[src/rtl/hazard_unit_if.sv]
// Signal bundle between the RV32 pipeline (controller + datapath) and the hazard unit.
// The pipeline side drives indices, control and the memory handshake; the unit returns selects, stalls and flushes.
interface hazard_unit_if #(
   parameter int CNT_W = 32
);
   logic [4:0]       Rs1D;
   logic [4:0]       Rs2D;
   logic [4:0]       Rs1E;
   logic [4:0]       Rs2E;
   logic [4:0]       RdE;
   logic [4:0]       RdM;
   logic [4:0]       RdW;
   logic [1:0]       ResultSrcE;
   logic             RegWriteM;
   logic             RegWriteW;
   logic             PCSrcE;
   logic             MemReqM;
   logic             MemReadyM;

   logic [1:0]       ForwardAE;
   logic [1:0]       ForwardBE;
   logic             StallF;
   logic             StallD;
   logic             StallE;
   logic             StallM;
   logic             FlushD;
   logic             FlushE;
   logic             FlushW;
   logic             MemTimeout;
   logic [CNT_W-1:0] StallCycles;
   logic [CNT_W-1:0] FlushCount;

   modport master (
      output Rs1D, Rs2D, Rs1E, Rs2E, RdE, RdM, RdW, ResultSrcE,
             RegWriteM, RegWriteW, PCSrcE, MemReqM, MemReadyM,
      input  ForwardAE, ForwardBE, StallF, StallD, StallE, StallM,
             FlushD, FlushE, FlushW, MemTimeout, StallCycles, FlushCount
   );

   modport slave (
      input  Rs1D, Rs2D, Rs1E, Rs2E, RdE, RdM, RdW, ResultSrcE,
             RegWriteM, RegWriteW, PCSrcE, MemReqM, MemReadyM,
      output ForwardAE, ForwardBE, StallF, StallD, StallE, StallM,
             FlushD, FlushE, FlushW, MemTimeout, StallCycles, FlushCount
   );
endinterface

[src/rtl/hazard_unit.sv]
// Hazard unit for the five-stage RV32 pipeline: forwarding, load-use and memory-wait stalls,
// redirect flushes, a wait-timeout monitor and saturating stall/flush counters.
module hazard_unit #(
   parameter int CNT_W   = 32,
   parameter int WAIT_W  = 8,
   parameter int TIMEOUT = 255
) (
   input  logic         clk,
   input  logic         reset,
   hazard_unit_if.slave hif
);
   typedef enum logic {S_IDLE, S_WAIT} state_t;

   localparam logic [WAIT_W-1:0] TIMEOUT_C = WAIT_W'(TIMEOUT);

   state_t            state_q, state_d;
   logic [WAIT_W-1:0] wait_q, wait_d;
   logic              timeout_q, timeout_d;
   logic [CNT_W-1:0]  stall_cnt_q, stall_cnt_d;
   logic [CNT_W-1:0]  flush_cnt_q, flush_cnt_d;

   logic mem_stall, lw_stall;
   logic stall_fd, stall_em, flush_d, flush_e, flush_w;

   function automatic logic [1:0] fwd_sel(input logic [4:0] rs,
                                          input logic       wr_m, input logic [4:0] rd_m,
                                          input logic       wr_w, input logic [4:0] rd_w);
      if (wr_m && (rd_m != 5'd0) && (rs == rd_m)) return 2'b10;
      if (wr_w && (rd_w != 5'd0) && (rs == rd_w)) return 2'b01;
      return 2'b00;
   endfunction

   function automatic logic [CNT_W-1:0] sat_inc_cnt(input logic [CNT_W-1:0] v);
      return (&v) ? v : v + CNT_W'(1);
   endfunction

   function automatic logic [WAIT_W-1:0] sat_inc_wait(input logic [WAIT_W-1:0] v);
      return (&v) ? v : v + WAIT_W'(1);
   endfunction

   always_comb begin
      mem_stall = hif.MemReqM & ~hif.MemReadyM;
      lw_stall  = (hif.ResultSrcE == 2'b01) && (hif.RdE != 5'd0) &&
                  ((hif.Rs1D == hif.RdE) || (hif.Rs2D == hif.RdE));
   end

   // A pending memory access freezes the whole front of the pipe and holds any redirect in Execute.
   always_comb begin
      stall_fd = 1'b0;
      stall_em = 1'b0;
      flush_d  = 1'b0;
      flush_e  = 1'b0;
      flush_w  = 1'b0;
      if (mem_stall) begin
         stall_fd = 1'b1;
         stall_em = 1'b1;
         flush_w  = 1'b1;
      end else begin
         stall_fd = lw_stall;
         flush_d  = hif.PCSrcE;
         flush_e  = lw_stall | hif.PCSrcE;
      end
   end

   assign hif.ForwardAE   = fwd_sel(hif.Rs1E, hif.RegWriteM, hif.RdM, hif.RegWriteW, hif.RdW);
   assign hif.ForwardBE   = fwd_sel(hif.Rs2E, hif.RegWriteM, hif.RdM, hif.RegWriteW, hif.RdW);
   assign hif.StallF      = stall_fd;
   assign hif.StallD      = stall_fd;
   assign hif.StallE      = stall_em;
   assign hif.StallM      = stall_em;
   assign hif.FlushD      = flush_d;
   assign hif.FlushE      = flush_e;
   assign hif.FlushW      = flush_w;
   assign hif.MemTimeout  = timeout_q;
   assign hif.StallCycles = stall_cnt_q;
   assign hif.FlushCount  = flush_cnt_q;

   always_comb begin
      state_d   = state_q;
      wait_d    = wait_q;
      timeout_d = timeout_q;
      case (state_q)
         S_IDLE: begin
            wait_d = '0;
            if (mem_stall) state_d = S_WAIT;
         end
         S_WAIT: begin
            if (mem_stall) wait_d = sat_inc_wait(wait_q);
            if (hif.MemReadyM || !hif.MemReqM) state_d = S_IDLE;
         end
         default: state_d = S_IDLE;
      endcase
      // Sticky: the access is never aborted, the flag only reports that it ran long.
      if (mem_stall && (wait_q == TIMEOUT_C)) timeout_d = 1'b1;
      stall_cnt_d = stall_fd ? sat_inc_cnt(stall_cnt_q) : stall_cnt_q;
      flush_cnt_d = flush_d  ? sat_inc_cnt(flush_cnt_q) : flush_cnt_q;
   end

   always_ff @(posedge clk or negedge reset) begin
      if (!reset) begin
         state_q     <= S_IDLE;
         wait_q      <= '0;
         timeout_q   <= 1'b0;
         stall_cnt_q <= '0;
         flush_cnt_q <= '0;
      end else begin
         state_q     <= state_d;
         wait_q      <= wait_d;
         timeout_q   <= timeout_d;
         stall_cnt_q <= stall_cnt_d;
         flush_cnt_q <= flush_cnt_d;
      end
   end
endmodule

[src/flat_wrapper.sv]
// flat-port wrapper written by rule: the top's interface ports become plain ports
module hazard_unit_flat 
#(
   parameter int CNT_W   = 32,
   parameter int WAIT_W  = 8,
   parameter int TIMEOUT = 255
)
  (clk, reset, hif_Rs1D, hif_Rs2D, hif_Rs1E, hif_Rs2E, hif_RdE, hif_RdM, hif_RdW, hif_ResultSrcE, hif_RegWriteM, hif_RegWriteW, hif_PCSrcE, hif_MemReqM, hif_MemReadyM, hif_ForwardAE, hif_ForwardBE, hif_StallF, hif_StallD, hif_StallE, hif_StallM, hif_FlushD, hif_FlushE, hif_FlushW, hif_MemTimeout, hif_StallCycles, hif_FlushCount);
  hazard_unit_if #(.CNT_W(CNT_W)) hif_i ();
  input  logic clk;
  input  logic reset;
  input wire logic [$bits(hif_i.Rs1D)-1:0] hif_Rs1D;
  input wire logic [$bits(hif_i.Rs2D)-1:0] hif_Rs2D;
  input wire logic [$bits(hif_i.Rs1E)-1:0] hif_Rs1E;
  input wire logic [$bits(hif_i.Rs2E)-1:0] hif_Rs2E;
  input wire logic [$bits(hif_i.RdE)-1:0] hif_RdE;
  input wire logic [$bits(hif_i.RdM)-1:0] hif_RdM;
  input wire logic [$bits(hif_i.RdW)-1:0] hif_RdW;
  input wire logic [$bits(hif_i.ResultSrcE)-1:0] hif_ResultSrcE;
  input wire logic [$bits(hif_i.RegWriteM)-1:0] hif_RegWriteM;
  input wire logic [$bits(hif_i.RegWriteW)-1:0] hif_RegWriteW;
  input wire logic [$bits(hif_i.PCSrcE)-1:0] hif_PCSrcE;
  input wire logic [$bits(hif_i.MemReqM)-1:0] hif_MemReqM;
  input wire logic [$bits(hif_i.MemReadyM)-1:0] hif_MemReadyM;
  output wire logic [$bits(hif_i.ForwardAE)-1:0] hif_ForwardAE;
  output wire logic [$bits(hif_i.ForwardBE)-1:0] hif_ForwardBE;
  output wire logic [$bits(hif_i.StallF)-1:0] hif_StallF;
  output wire logic [$bits(hif_i.StallD)-1:0] hif_StallD;
  output wire logic [$bits(hif_i.StallE)-1:0] hif_StallE;
  output wire logic [$bits(hif_i.StallM)-1:0] hif_StallM;
  output wire logic [$bits(hif_i.FlushD)-1:0] hif_FlushD;
  output wire logic [$bits(hif_i.FlushE)-1:0] hif_FlushE;
  output wire logic [$bits(hif_i.FlushW)-1:0] hif_FlushW;
  output wire logic [$bits(hif_i.MemTimeout)-1:0] hif_MemTimeout;
  output wire logic [$bits(hif_i.StallCycles)-1:0] hif_StallCycles;
  output wire logic [$bits(hif_i.FlushCount)-1:0] hif_FlushCount;
  assign hif_i.Rs1D = hif_Rs1D;
  assign hif_i.Rs2D = hif_Rs2D;
  assign hif_i.Rs1E = hif_Rs1E;
  assign hif_i.Rs2E = hif_Rs2E;
  assign hif_i.RdE = hif_RdE;
  assign hif_i.RdM = hif_RdM;
  assign hif_i.RdW = hif_RdW;
  assign hif_i.ResultSrcE = hif_ResultSrcE;
  assign hif_i.RegWriteM = hif_RegWriteM;
  assign hif_i.RegWriteW = hif_RegWriteW;
  assign hif_i.PCSrcE = hif_PCSrcE;
  assign hif_i.MemReqM = hif_MemReqM;
  assign hif_i.MemReadyM = hif_MemReadyM;
  assign hif_ForwardAE = hif_i.ForwardAE;
  assign hif_ForwardBE = hif_i.ForwardBE;
  assign hif_StallF = hif_i.StallF;
  assign hif_StallD = hif_i.StallD;
  assign hif_StallE = hif_i.StallE;
  assign hif_StallM = hif_i.StallM;
  assign hif_FlushD = hif_i.FlushD;
  assign hif_FlushE = hif_i.FlushE;
  assign hif_FlushW = hif_i.FlushW;
  assign hif_MemTimeout = hif_i.MemTimeout;
  assign hif_StallCycles = hif_i.StallCycles;
  assign hif_FlushCount = hif_i.FlushCount;
  hazard_unit #(.CNT_W(CNT_W), .WAIT_W(WAIT_W), .TIMEOUT(TIMEOUT)) u_core (.clk(clk), .reset(reset), .hif(hif_i));
endmodule
[config.mk]
export PLATFORM = sky130hd
export DESIGN_NAME = hazard_unit_flat
export DESIGN_NICKNAME = d
export VERILOG_FILES = /design/src/rtl/hazard_unit_if.sv /design/src/rtl/hazard_unit.sv /design/src/flat_wrapper.sv
export SDC_FILE = /design/constraint.sdc
export NUM_CORES = 1
export LEC_CHECK = 0
export CAP_MARGIN = 20
export CORE_UTILIZATION = 40
export DETAILED_ROUTE_END_ITERATION = 8
export DONT_BUFFER_PORTS = 1
export SLEW_MARGIN = 20
export SYNTH_ARGS = -nofsm -noshare
export SYNTH_HDL_FRONTEND = slang
export SYNTH_SLANG_ARGS = --single-unit
[constraint.sdc]
create_clock -name clk -period 2.9 [get_ports clk]
set_input_delay 0.29 -clock clk [delete_from_list [all_inputs] [get_ports clk]]
set_output_delay 0.29 -clock clk [all_outputs]
set_load 0.02 [all_outputs]
==> flow_results.org <==
** Run
- Max capacitance violation total :: 0

** Power
- Standby leakage power :: 1.85 nW
- VDD sags by at most 344 uV.
- PwrDens :: 580 mW/mm^2
- Design Power :: 2.51 mW

** Routing
- Routed WL :: 8190 um
- The routed layout has 2,765 vias.
- Number of iterations in the first detailed-routing pass :: 4
- Final routed DRC violation total :: 0
- Dividing the detail-routed wire length by the instance count gives 15.8 um.
- Average via count per standard cell :: 5.34
- For this block, the initial DRC count from the detailed router was 42.
- In this run the remaining antenna-violating nets after routing total 0.

** Worst setup path
- STA classifies the critical path endpoint as a register.
- In this run the worst setup path terminates at u_core.hif.FlushCount[28]$_DFFE_PN0P_.
- The critical path contains buffers and inverters numbering 0 combined.
- Kind of critical path :: register to register
- For this run, the slowest stage of the critical path takes 0.60 ns.
- In this run the critical register-to-register path is launched from u_core.hif.FlushCount[5]$_DFFE_PN0P_.
- Reg-to-reg slack, setup :: 0.42 ns
- The worst setup path is launched from a register.
- In this run the critical register-to-register path is captured at u_core.hif.FlushCount[28]$_DFFE_PN0P_.
- For the worst setup path, the data arrival time is 2.75 ns.
- Tracing the worst setup path back leads to its startpoint at u_core.hif.FlushCount[5]$_DFFE_PN0P_.
- Most numerous cell on the critical path :: sky130_fd_sc_hd__nand2_1
- The critical path runs through a total of 7 cells.
- For the worst setup path, the data required time is 3.17 ns.
- Among all stages on the critical path, the largest delay is contributed by sky130_fd_sc_hd__or4_1.
- Highest net fanout along the worst path :: 7
- Measured in cells, the most critical reg-to-reg path has a length of 7.
- Family with the most delay on the worst path :: simple AND/OR/NAND/NOR gates
- Crit path cell chain :: and4_1, nand2_1, or4_1, nor3_2, nand2_1, nor3_1, xor2_1

** Global routing
- Across every metal layer, demand over resource in global routing totals 0.168.
- Pin count of the biggest net entering global routing :: 75
- The via count of the first global-routing pass was 2,764.
- Initial antenna violation count :: 0
- The first global-routing pass estimated 13,300 um of wire.
- Aggregate global routing overflow :: 0

** Floorplanning
- IO Pins :: 120
- Initial core utilization :: 0.418
- The core region is 0.00937 sq mm.
- The die covers 0.0102 sq mm.
- In this run the core area contains 35 standard-cell rows.
- Die outline height :: 101 um
- The die is 101 um wide.

** Timing
- RSZ-0062 raised after global routing :: false
- After routing, the total negative slack on setup checks comes to 0 ns.
- Period Utilization, post-route :: 0.855
- Setup slack closes at 0.421 ns.
- Min cycle time layout :: 2.48 ns
- Maximum achievable frequency :: 403 MHz
- Skew final :: 0.0102 ns
- Measured against its own limit, the worst slew margin works out to 0.309.
- Tightest Pin Transition :: 1.03 ns
- Count of final max-slew check failures :: 0
- The number of failing hold endpoints at the final stage is 0.
- Setup violations remaining at the end of the flow were counted as 0.

** Logic synthesis
- Proportion of register bits with asynchronous set or reset after synthesis :: 1.00
- Mapped Nets :: 418
- The Yosys step of the flow raised 0 warnings.
- Most area-hungry cell type in the Yosys netlist :: sky130_fd_sc_hd__dfrtp_1
- EDFF count, synth :: 0
- Of the synthesized area, sequential elements account for 0.473.
- Cell Area, Synth :: 0.00392 sq mm
- Counting distinct cell types in the post-synthesis netlist gives 41.
- Area share of the largest cell type after synthesis :: 0.473
- Dominant cells by area after synthesis :: sky130_fd_sc_hd__dfrtp_1 47%, sky130_fd_sc_hd__xnor2_1 12%, sky130_fd_sc_hd__xor2_1 8.9%
- The synthesized design contains 74 register bits.
- A synthesized cell averages 10.6 sq um.
- Top-count cell post-synth :: sky130_fd_sc_hd__dfrtp_1
- The most used flip-flop cell after synthesis is sky130_fd_sc_hd__dfrtp_1.
- Synthesis produced 371 cells.
- Synth cell count leaders :: 74 x sky130_fd_sc_hd__dfrtp_1, 54 x sky130_fd_sc_hd__xnor2_1, 40 x sky130_fd_sc_hd__xor2_1

** Final layout
- Final Instance Area :: 0.00432 sq mm
- Area growth from synthesis to layout :: 10.4%
- 0 antenna diodes ended up in the layout.
- In the final layout, the share of cells above drive strength 1 is 0.0977.
- The layout has 906 filler cells.
- The net count of the finished layout is 431.

** Status
- Status :: finished, final reports clean

** Clocking
- Max H-tree Level :: 3
- In this run the clock root is driven by a sky130_fd_sc_hd__clkbuf_8.
- Number of CTS-inserted buffers :: 9
- Number of clock sinks :: 74
- Setup bufs post-CTS :: 0
- Buffers from clock root to sink, at most :: 2
- Clock-pin slew was measured on the worst setup and hold paths at 0.08 ns.
- TritonCTS clock tree :: done
- Clock latency at the later pin of the worst-skew pair :: 0.35 ns

** Place
- Placed Area :: 0.00406 sq mm
- The wire-length estimate of the detail-placed layout is 6010 um.
- The count of buffers added on input and output ports is 0.
- Worst slack at placement :: 0.401 ns
- The congestion estimate from routability-driven global placement came to 0.784.

** Worst hold path
- The tightest min-delay check is of the input port to register type.
## metrics by stage
| stage | util | hold WS [ns] | instances |
|---|---|---|---|
| floorplan | - | -0.00559 | 371 |
| finish | 0.461 | 0.190 | 518 |
| global placement | 0.434 | -0.00337 | 500 |
| CTS | 0.461 | 0.187 | 518 |
| global route | 0.461 | 0.216 | 518 |
| detailed placement | 0.434 | -0.00345 | 500 |
## layout make-up
| type | instances | area, sq um | area share |
|---|---|---|---|
| sequential | 74 | 1850 | 0.429 |
| timing repair buffer | 11 | 105 | 0.0243 |
| multi-input combinational | 284 | 1970 | 0.456 |
| clock buffer | 10 | 128 | 0.0295 |
| clock inverter | 6 | 91.3 | 0.0211 |
| tap | 129 | 161 | 0.0374 |
| inverter | 4 | 15.0 | 0.00348 |
## placed cells by master (no fill, tap or decap), types with 3 or more instances in the layout
| cell type | instances |
|---|---|
| sky130_fd_sc_hd__dfrtp_1 | 74 |
| sky130_fd_sc_hd__xnor2_1 | 54 |
| sky130_fd_sc_hd__xor2_1 | 40 |
| sky130_fd_sc_hd__nand2_1 | 28 |
| sky130_fd_sc_hd__nand4_1 | 24 |
| sky130_fd_sc_hd__nand3_1 | 22 |
| sky130_fd_sc_hd__nor2_1 | 19 |
| sky130_fd_sc_hd__and3_1 | 15 |
| sky130_fd_sc_hd__nor3_1 | 10 |
| sky130_fd_sc_hd__and2_1 | 10 |
| sky130_fd_sc_hd__clkbuf_8 | 9 |
| sky130_fd_sc_hd__buf_4 | 9 |
| sky130_fd_sc_hd__or4_1 | 8 |
| sky130_fd_sc_hd__nand3_2 | 7 |
| sky130_fd_sc_hd__and4_1 | 6 |
| sky130_fd_sc_hd__o21ai_0 | 4 |
| sky130_fd_sc_hd__nor4_1 | 4 |
| sky130_fd_sc_hd__inv_1 | 4 |
| sky130_fd_sc_hd__nor2b_1 | 4 |
| sky130_fd_sc_hd__nand2b_1 | 3 |
| sky130_fd_sc_hd__mux2_2 | 3 |
| sky130_fd_sc_hd__ha_1 | 3 |
| sky130_fd_sc_hd__clkinvlp_4 | 3 |
## layer usage
layer | track usage | up-vias | routed length [um]
li1 | - | 1327 | -
met1 | 0.201 | 1353 | 3390
met2 | 0.268 | 73 | 4030
met3 | 0.0742 | 12 | 667
met4 | 0.0613 | 0 | 106
met5 | 0 | - | 0
## how the worst min path moves through the flow
stage | from | endpoint | slack [ns] | cells past startpoint
6_report | hif_MemReqM | u_core.state_q$_DFF_PN0_ | 0.19 | 2
5_1_grt | hif_MemReqM | u_core.state_q$_DFF_PN0_ | 0.22 | 2
4_1_cts | hif_MemReqM | u_core.state_q$_DFF_PN0_ | 0.19 | 2
3_5_place_dp | reset | u_core.hif.FlushCount[26]$_DFFE_PN0P_ | -0.003 | 0
3_3_place_gp | reset | u_core.hif.FlushCount[25]$_DFFE_PN0P_ | -0.003 | 0
2_1_floorplan | reset | u_core.hif.FlushCount[0]$_DFFE_PN0P_ | -0.006 | 0
## power by group
group / total [mW] / internal (mW) / switching [mW]
logic: 0.315 / 0.144 / 0.171
clock network: 0.884 / 0.486 / 0.398
registers: 1.31 / 1.11 / 0.192
total: 2.51 / 1.74 / 0.761
## kinds of logic after synthesis
group                    count (synthesis)  synth area share
AO/OA/AOI/OAI                           15            0.0246
XOR/XNOR                                94             0.210
adder cells (fa/ha/maj)                  3           0.00959
buffers and inverters                   13            0.0243
flip-flops                              74             0.473
multiplexers                             4            0.0112
AND/OR/NAND/NOR                        168             0.247
## what timing repair did
action,in CTS,in global routing
hold endpoints to repair,74,0
hold buffers,2,0
resized for setup,0,0
## state kept, by name (all words and copies together) (netlist names)
signal	cells
u_core.hif.MemTimeout	1
u_core.wait_q	8
u_core.state_q	1
u_core.hif.StallCycles	32
u_core.hif.FlushCount	32
(Power assumes the default switching activity.)
